### src/rtl/hazard_scoreboard.sv
// Load-use and control hazard unit: per-register countdown scoreboard for loads
// of configurable latency, branch/jump flush generation and saturating perf counters.
module hazard_scoreboard #(
    parameter int REGFILE_ADDR_WIDTH = 5,
    parameter int LOAD_LATENCY       = 1,
    parameter int PERF_CNT_WIDTH     = 32
) (
    input  logic                          clk,
    input  logic                          rst,
    input  logic                          IF_Valid,
    input  logic [31:0]                   IF_Instruction,
    input  logic                          ID_Valid,
    input  logic                          ID_Mem_rd_en,
    input  logic [REGFILE_ADDR_WIDTH-1:0] ID_Rd_addr,
    input  logic                          EX_PC_Branch,
    input  logic                          ID_Jump,
    output logic                          Stall,
    output logic                          IF_ID_Flush,
    output logic                          EX_Flush,
    output logic [PERF_CNT_WIDTH-1:0]     Stall_count,
    output logic [PERF_CNT_WIDTH-1:0]     Flush_count
);

    localparam int         NREG   = 2 ** REGFILE_ADDR_WIDTH;
    localparam logic [2:0] RELOAD = 3'(LOAD_LATENCY - 1);

    localparam logic [6:0] OPC_OP     = 7'b0110011;
    localparam logic [6:0] OPC_BRANCH = 7'b1100011;
    localparam logic [6:0] OPC_STORE  = 7'b0100011;
    localparam logic [6:0] OPC_OP_IMM = 7'b0010011;
    localparam logic [6:0] OPC_LOAD   = 7'b0000011;
    localparam logic [6:0] OPC_JALR   = 7'b1100111;

    logic [2:0]                    r_cnt [NREG];
    logic                          r_last_vld;
    logic [REGFILE_ADDR_WIDTH-1:0] r_last_rd;
    logic [PERF_CNT_WIDTH-1:0]     r_stall_count;
    logic [PERF_CNT_WIDTH-1:0]     r_flush_count;

    logic [6:0]                    w_opcode;
    logic [REGFILE_ADDR_WIDTH-1:0] w_rs1;
    logic [REGFILE_ADDR_WIDTH-1:0] w_rs2;
    logic                          w_use_rs1;
    logic                          w_use_rs2;
    logic                          w_issue;
    logic                          w_kill;
    logic                          w_rs1_haz;
    logic                          w_rs2_haz;
    logic                          w_unused_bits;

    function automatic logic [PERF_CNT_WIDTH-1:0] sat_inc(input logic [PERF_CNT_WIDTH-1:0] v);
        return (&v) ? v : v + PERF_CNT_WIDTH'(1);
    endfunction

    assign w_opcode      = IF_Instruction[6:0];
    assign w_rs1         = REGFILE_ADDR_WIDTH'(IF_Instruction[19:15]);
    assign w_rs2         = REGFILE_ADDR_WIDTH'(IF_Instruction[24:20]);
    assign w_unused_bits = ^{IF_Instruction[31:25], IF_Instruction[14:7]};

    always_comb begin
        w_use_rs1 = 1'b0;
        w_use_rs2 = 1'b0;
        case (w_opcode)
            OPC_OP, OPC_BRANCH, OPC_STORE: begin
                w_use_rs1 = 1'b1;
                w_use_rs2 = 1'b1;
            end
            OPC_OP_IMM, OPC_LOAD, OPC_JALR: w_use_rs1 = 1'b1;
            default: ;
        endcase
    end

    // A load still in ID is not yet in the scoreboard, so it is matched directly.
    assign w_issue   = ID_Valid & ID_Mem_rd_en & (ID_Rd_addr != '0) & ~EX_PC_Branch;
    assign w_kill    = EX_PC_Branch & r_last_vld;
    assign w_rs1_haz = w_use_rs1 & (w_rs1 != '0) &
                       ((r_cnt[w_rs1] != 3'd0) | (w_issue & (ID_Rd_addr == w_rs1)));
    assign w_rs2_haz = w_use_rs2 & (w_rs2 != '0) &
                       ((r_cnt[w_rs2] != 3'd0) | (w_issue & (ID_Rd_addr == w_rs2)));

    assign IF_ID_Flush = EX_PC_Branch | ID_Jump;
    assign EX_Flush    = EX_PC_Branch;
    assign Stall       = IF_Valid & ~IF_ID_Flush & (w_rs1_haz | w_rs2_haz);
    assign Stall_count = r_stall_count;
    assign Flush_count = r_flush_count;

    // Kill of a squashed load in EX takes priority over reload and countdown.
    always_ff @(posedge clk) begin
        for (int r = 0; r < NREG; r++) begin
            if (rst || r == 0) begin
                r_cnt[r] <= 3'd0;
            end else if (w_kill && r_last_rd == REGFILE_ADDR_WIDTH'(r)) begin
                r_cnt[r] <= 3'd0;
            end else if (w_issue && ID_Rd_addr == REGFILE_ADDR_WIDTH'(r)) begin
                r_cnt[r] <= RELOAD;
            end else if (r_cnt[r] != 3'd0) begin
                r_cnt[r] <= r_cnt[r] - 3'd1;
            end
        end
    end

    always_ff @(posedge clk) begin
        r_last_rd <= ID_Rd_addr;
        if (rst) begin
            r_last_vld    <= 1'b0;
            r_stall_count <= '0;
            r_flush_count <= '0;
        end else begin
            r_last_vld <= w_issue;
            if (Stall)       r_stall_count <= sat_inc(r_stall_count);
            if (IF_ID_Flush) r_flush_count <= sat_inc(r_flush_count);
        end
    end

endmodule
### config.mk
export PLATFORM = sky130hd
export DESIGN_NAME = hazard_scoreboard
export DESIGN_NICKNAME = d
export VERILOG_FILES = /design/src/rtl/hazard_scoreboard.sv
export SDC_FILE = /design/constraint.sdc
export NUM_CORES = 1
export LEC_CHECK = 0
export BUFFER_PORTS_ARGS = -buffer_cell sky130_fd_sc_hd__buf_4
export CAP_MARGIN = 20
export CORE_ASPECT_RATIO = 0.5
export CORE_UTILIZATION = 54
export DETAILED_ROUTE_END_ITERATION = 10
export PLACE_DENSITY_LB_ADDON = 0.2
export SLEW_MARGIN = 20
export SYNTH_ARGS = -nofsm -noshare
export SYNTH_HDL_FRONTEND = slang
export SYNTH_SLANG_ARGS = --single-unit
export TNS_END_PERCENT = 100
### constraint.sdc
create_clock -name clk -period 2.54 [get_ports clk]
set_input_delay 0.127 -clock clk [delete_from_list [all_inputs] [get_ports clk]]
set_output_delay 0.127 -clock clk [all_outputs]
set_load 0.01 [all_outputs]
==> run summary <==
* family with the most delay on the worst path: compound AO/OA/AOI/OAI gates
* number of gates on the worst path with buffers counted: 12
* hold worst-path end: r_last_vld
* portion of total power attributed to sequential cells: 38.1%
* Crit path arrival time: 3320 ps
* relative contribution of combinational cells to total power: 36.9%
* FFs w/ async S/R, synth: 0%
* number of top-level pins: 111
* area of the core: 0.0177 mm2
* leading area contributor after synthesis: sky130_fd_sc_hd__edfxtp_1
* Num CTS Buffers: 17
* post-detailed-placement half-perimeter wirelength: 19300 um
* clock-pin slew of the registers on the worst-case setup and hold paths: 70 ps
* latest clock arrival within the worst-skew pair: 440 ps
* unrepaired setup endpoints after global routing: true
* adder-cell share of the synthesized area: 8.10%
* largest clock skew in the final design: 13.4 ps
* crit path buf inv count: 4
* largest stage delay on the critical path: 520 ps
* final critical-path setup slack: -453 ps
* H-tree depth reported by CTS: 4
* final hold violation count: 0
* cells after synthesis: 1076
* switching power as a share of total power: 34.2%
* Sink Count: 163
* remaining global-route overflow: 0
* post-route non-filler standard cell count: 1527
* Sw Pwr: 3.83 mW
* Tightest Pin Transition: 723 ps
* peak fanout along the critical path: 5
* power density of the placed cells: 873 mW/mm2
* post-synthesis sequential element count: 163
* required time of the critical path: 2870 ps
* number of antenna violations at the first check in global routing: 0
* Total GRT Usage: 29.4%
* drt first pass iters: 8
* master of the slowest instance on the critical path: sky130_fd_sc_hd__or4b_1
* proportion of synthesized area in mux cells: 2.59%
* pre-CTS worst setup slack: -190 ps
* XOR/XNOR share of the synthesized area: 5.67%
* share of synthesized area occupied by flip-flops and latches: 42.4%
* relative contribution of the clock network to total power: 25.0%
* final-layout setup total negative slack: -9360 ps
* failing checks: design-rule violations, negative setup slack
* final count of pins violating max slew: 0
* largest family of logic cells by synthesized area: simple AND/OR/NAND/NOR gates
* port bufs: 95
* worst supply voltage drop on vdd: 0.582 mV
* Primary FF master, synth: sky130_fd_sc_hd__edfxtp_1
* number of placed cells counting well taps: 1471
* number of DRC markers after the initial detailed-route iteration: 791
* Setup crit end kind: register
* number of cells on the worst reg-to-reg path: 12
* share of post-route cells with drive strength above 1: 25.3%
* width of the chip: 193 um
* post-synth cell types: 62
* LEAKAGE: 5.16 nW
* via count of the first global-routing pass: 8802
* pin count of the biggest net entering global routing: 70
* shortest clock period the worst path allows after layout: 2990 ps
* YS warnings: 0
* max-cap violation count: 0
* net count of the finished layout: 1388
* wire length of the first global-routing pass: 43900 um
* global placer's final weighted congestion: 0.896
* starting utilization of the core area: 56.0%
* synthesized net count: 1184
* post-synthesis to final-layout area growth: 29.9%
* slack of the worst reg-to-reg path: -450 ps
* result of the run: finished with violations
* Worst Path Class, Setup: register to register
* number of enable-type register cells in the synthesized netlist: 93
* # setup viols final: 33
* capture instance of the worst register-to-register path: Stall_count[14]
* Die Ht: 97.7 um
* r2r startpoint: r_cnt[15][1]
* Worst setup SP type: register
* Netlist Area Pre-Place: 0.00988 mm2
* DRC violation count after routing: 1
* Fmax achieved: 334 MHz
* row count: 34
* startpoint of the tightest hold check path: ID_Rd_addr[4]
* die area: 0.0189 mm2
* post-synthesis simple-gate area fraction: 23.2%
* library cell used as clock root buffer: sky130_fd_sc_hd__clkbuf_16
* internal cell power: 7.38 mW
* top-area cell type share of the netlist area: 28.3%
* Hold/Removal Path Class: primary input to register
* critical path cell sequence: or4b_1 > o2111a_1 > nor4_4 > o211ai_1 > a32o_2 > a211oi_4 > buf_12 > buf_8 > buf_8 > buf_4 > nor4_4 > mux2_4
* average wire per standard cell: 18.1 um
* post-layout utilization of the core: 72.7%
* clock tree from TritonCTS: yes
* Hold Path Depth: 3
* overall via count from detail_route: 9093
* cells taking the most area after synthesis: sky130_fd_sc_hd__edfxtp_1 (28%), sky130_fd_sc_hd__dfxtp_1 (14%), sky130_fd_sc_hd__ha_1 (8.1%)
* share of the synthesized area in compound gates (AO/OA/AOI/OAI): 11.7%
* post-layout power: 11.2 mW
* final period utilization: 118%
* total wirelength of the detailed-routed design: 27700 um
* Max-Slew Margin vs Limit: 51.8%
* via/cell ratio: 5.95
* buffers from clock root to sink, at most: 2
* number of antenna diodes: 0
* average footprint of a synthesized cell: 9.19 um2
* antenna-violating nets left: 0
==> power by group through the flow <==
stage | combinational (mW) | clock (mW) | sequential [mW]
4_1_cts | 4.07 | 2.82 | 4.25
6_report | 4.14 | 2.80 | 4.26
5_1_grt | 4.65 | 2.93 | 4.33
2_1_floorplan | 2.51 | 0 | 4.24
3_5_place_dp | 3.90 | 0 | 4.28
3_3_place_gp | 3.64 | 0 | 4.23
==> what timing repair did <==
action,in CTS,in global routing
gates resized for setup,24,55
hold endpoints to repair,4,0
setup buffers,7,8
setup endpoints to repair,33,39
gates cloned,5,1
hold buffers,4,0
pin swaps,36,14
==> cells by family (layout without fill, tap and decap cells) <==
logic type | count (synthesis) | after routing
AOI/OAI and AO/OA | 171 | 171
xor gates and xnor gates | 64 | 64
adders and majority gates | 64 | 64
DFF | 163 | 163
muxes | 18 | 18
and+or+nand+nor | 443 | 443
buffers and inverters | 153 | 370
==> worst register-to-register path, delay by kind of cell, from the launching register on <==
family	cells	cell delay, ps
AO/OA/AOI/OAI	4	880
AND/OR/NAND/NOR	3	770
buffers and inverters	4	530
flip-flops	1	410
multiplexers	1	320
==> sequential cells by signal, indices dropped and copies added (netlist names) <==
register / flops
Flush_count: 32
Stall_count: 32
r_cnt: 93
r_last_rd: 5
r_last_vld: 1
==> routing by layer <==
metal  routed length (um)  part of all wire [%]  vias up  track usage, %
met2                12900                    46      347            47.9
li1                     -                     -     4276               -
met1                12000                    43     4412            38.0
met5                    0                     0        -               0
met3                 2280                   8.2       58            8.61
met4                  591                   2.1        0            8.25
==> worst max-delay path by stage <==
stage / start / end / slack, ps
floorplan: r_cnt[15][0] / Stall_count[14] / 20
global placement: r_cnt[15][1] / Stall_count[20] / -120
finish: r_cnt[15][1] / Stall_count[14] / -450
detailed placement: r_cnt[15][1] / Stall_count[14] / -190
CTS: r_cnt[15][1] / Stall / -470
global route: r_cnt[15][1] / Stall_count[14] / -530
==> through the flow <==
step           cell area, um2  hold slack (ps)
6_report                12800             23.4
5_1_grt                 12800             12.2
4_1_cts                 12600             9.15
3_5_place_dp            11600              351
3_3_place_gp            11600              345
2_1_floorplan            9880              155
==> synthesized netlist by cell type (4+ instances only) <==
cell type,n
sky130_fd_sc_hd__inv_1,106
sky130_fd_sc_hd__o211ai_1,4
sky130_fd_sc_hd__and3_1,7
sky130_fd_sc_hd__dfxtp_1,70
sky130_fd_sc_hd__xnor2_1,43
sky130_fd_sc_hd__and2_1,7
sky130_fd_sc_hd__o31ai_1,22
sky130_fd_sc_hd__xor2_1,21
sky130_fd_sc_hd__a221oi_1,32
sky130_fd_sc_hd__or3_1,8
sky130_fd_sc_hd__nand3_1,38
sky130_fd_sc_hd__buf_4,7
sky130_fd_sc_hd__ha_1,64
sky130_fd_sc_hd__clkbuf_1,29
sky130_fd_sc_hd__nor2b_1,24
sky130_fd_sc_hd__nor2_1,163
sky130_fd_sc_hd__nand4_1,19
sky130_fd_sc_hd__mux4_2,5
sky130_fd_sc_hd__edfxtp_1,93
sky130_fd_sc_hd__nor3_1,46
sky130_fd_sc_hd__or4_1,24
sky130_fd_sc_hd__a211oi_1,9
sky130_fd_sc_hd__buf_2,8
sky130_fd_sc_hd__nor4b_1,4
sky130_fd_sc_hd__a21oi_1,39
sky130_fd_sc_hd__nand3b_1,32
sky130_fd_sc_hd__mux2_2,6
sky130_fd_sc_hd__nor4_1,19
sky130_fd_sc_hd__o21ai_0,40
sky130_fd_sc_hd__nand2_1,36
sky130_fd_sc_hd__mux2_1,5
==> cell type report <==
type,instances,area [um2]
Clock inverter,14,200
Timing Repair Buffer,232,1960
Tap cell,234,293
Multi-Input combinational cell,760,5370
Sequential cell,163,4200
Fill cell,1235,4820
Inverter,106,398
Clock buffer,18,429
==> layout by cell type (no fill, tap or decap), drive strengths merged, types with 32 or more instances in the layout <==
master and instances:
a21oi 39, a221oi 32, buf 227, dfxtp 70, edfxtp 93, ha 64, inv 110, nand2 36
nand3 38, nand3b 32, nor2 163, nor3 47, o21ai 43, xnor2 43
(Power assumes the default switching activity.)
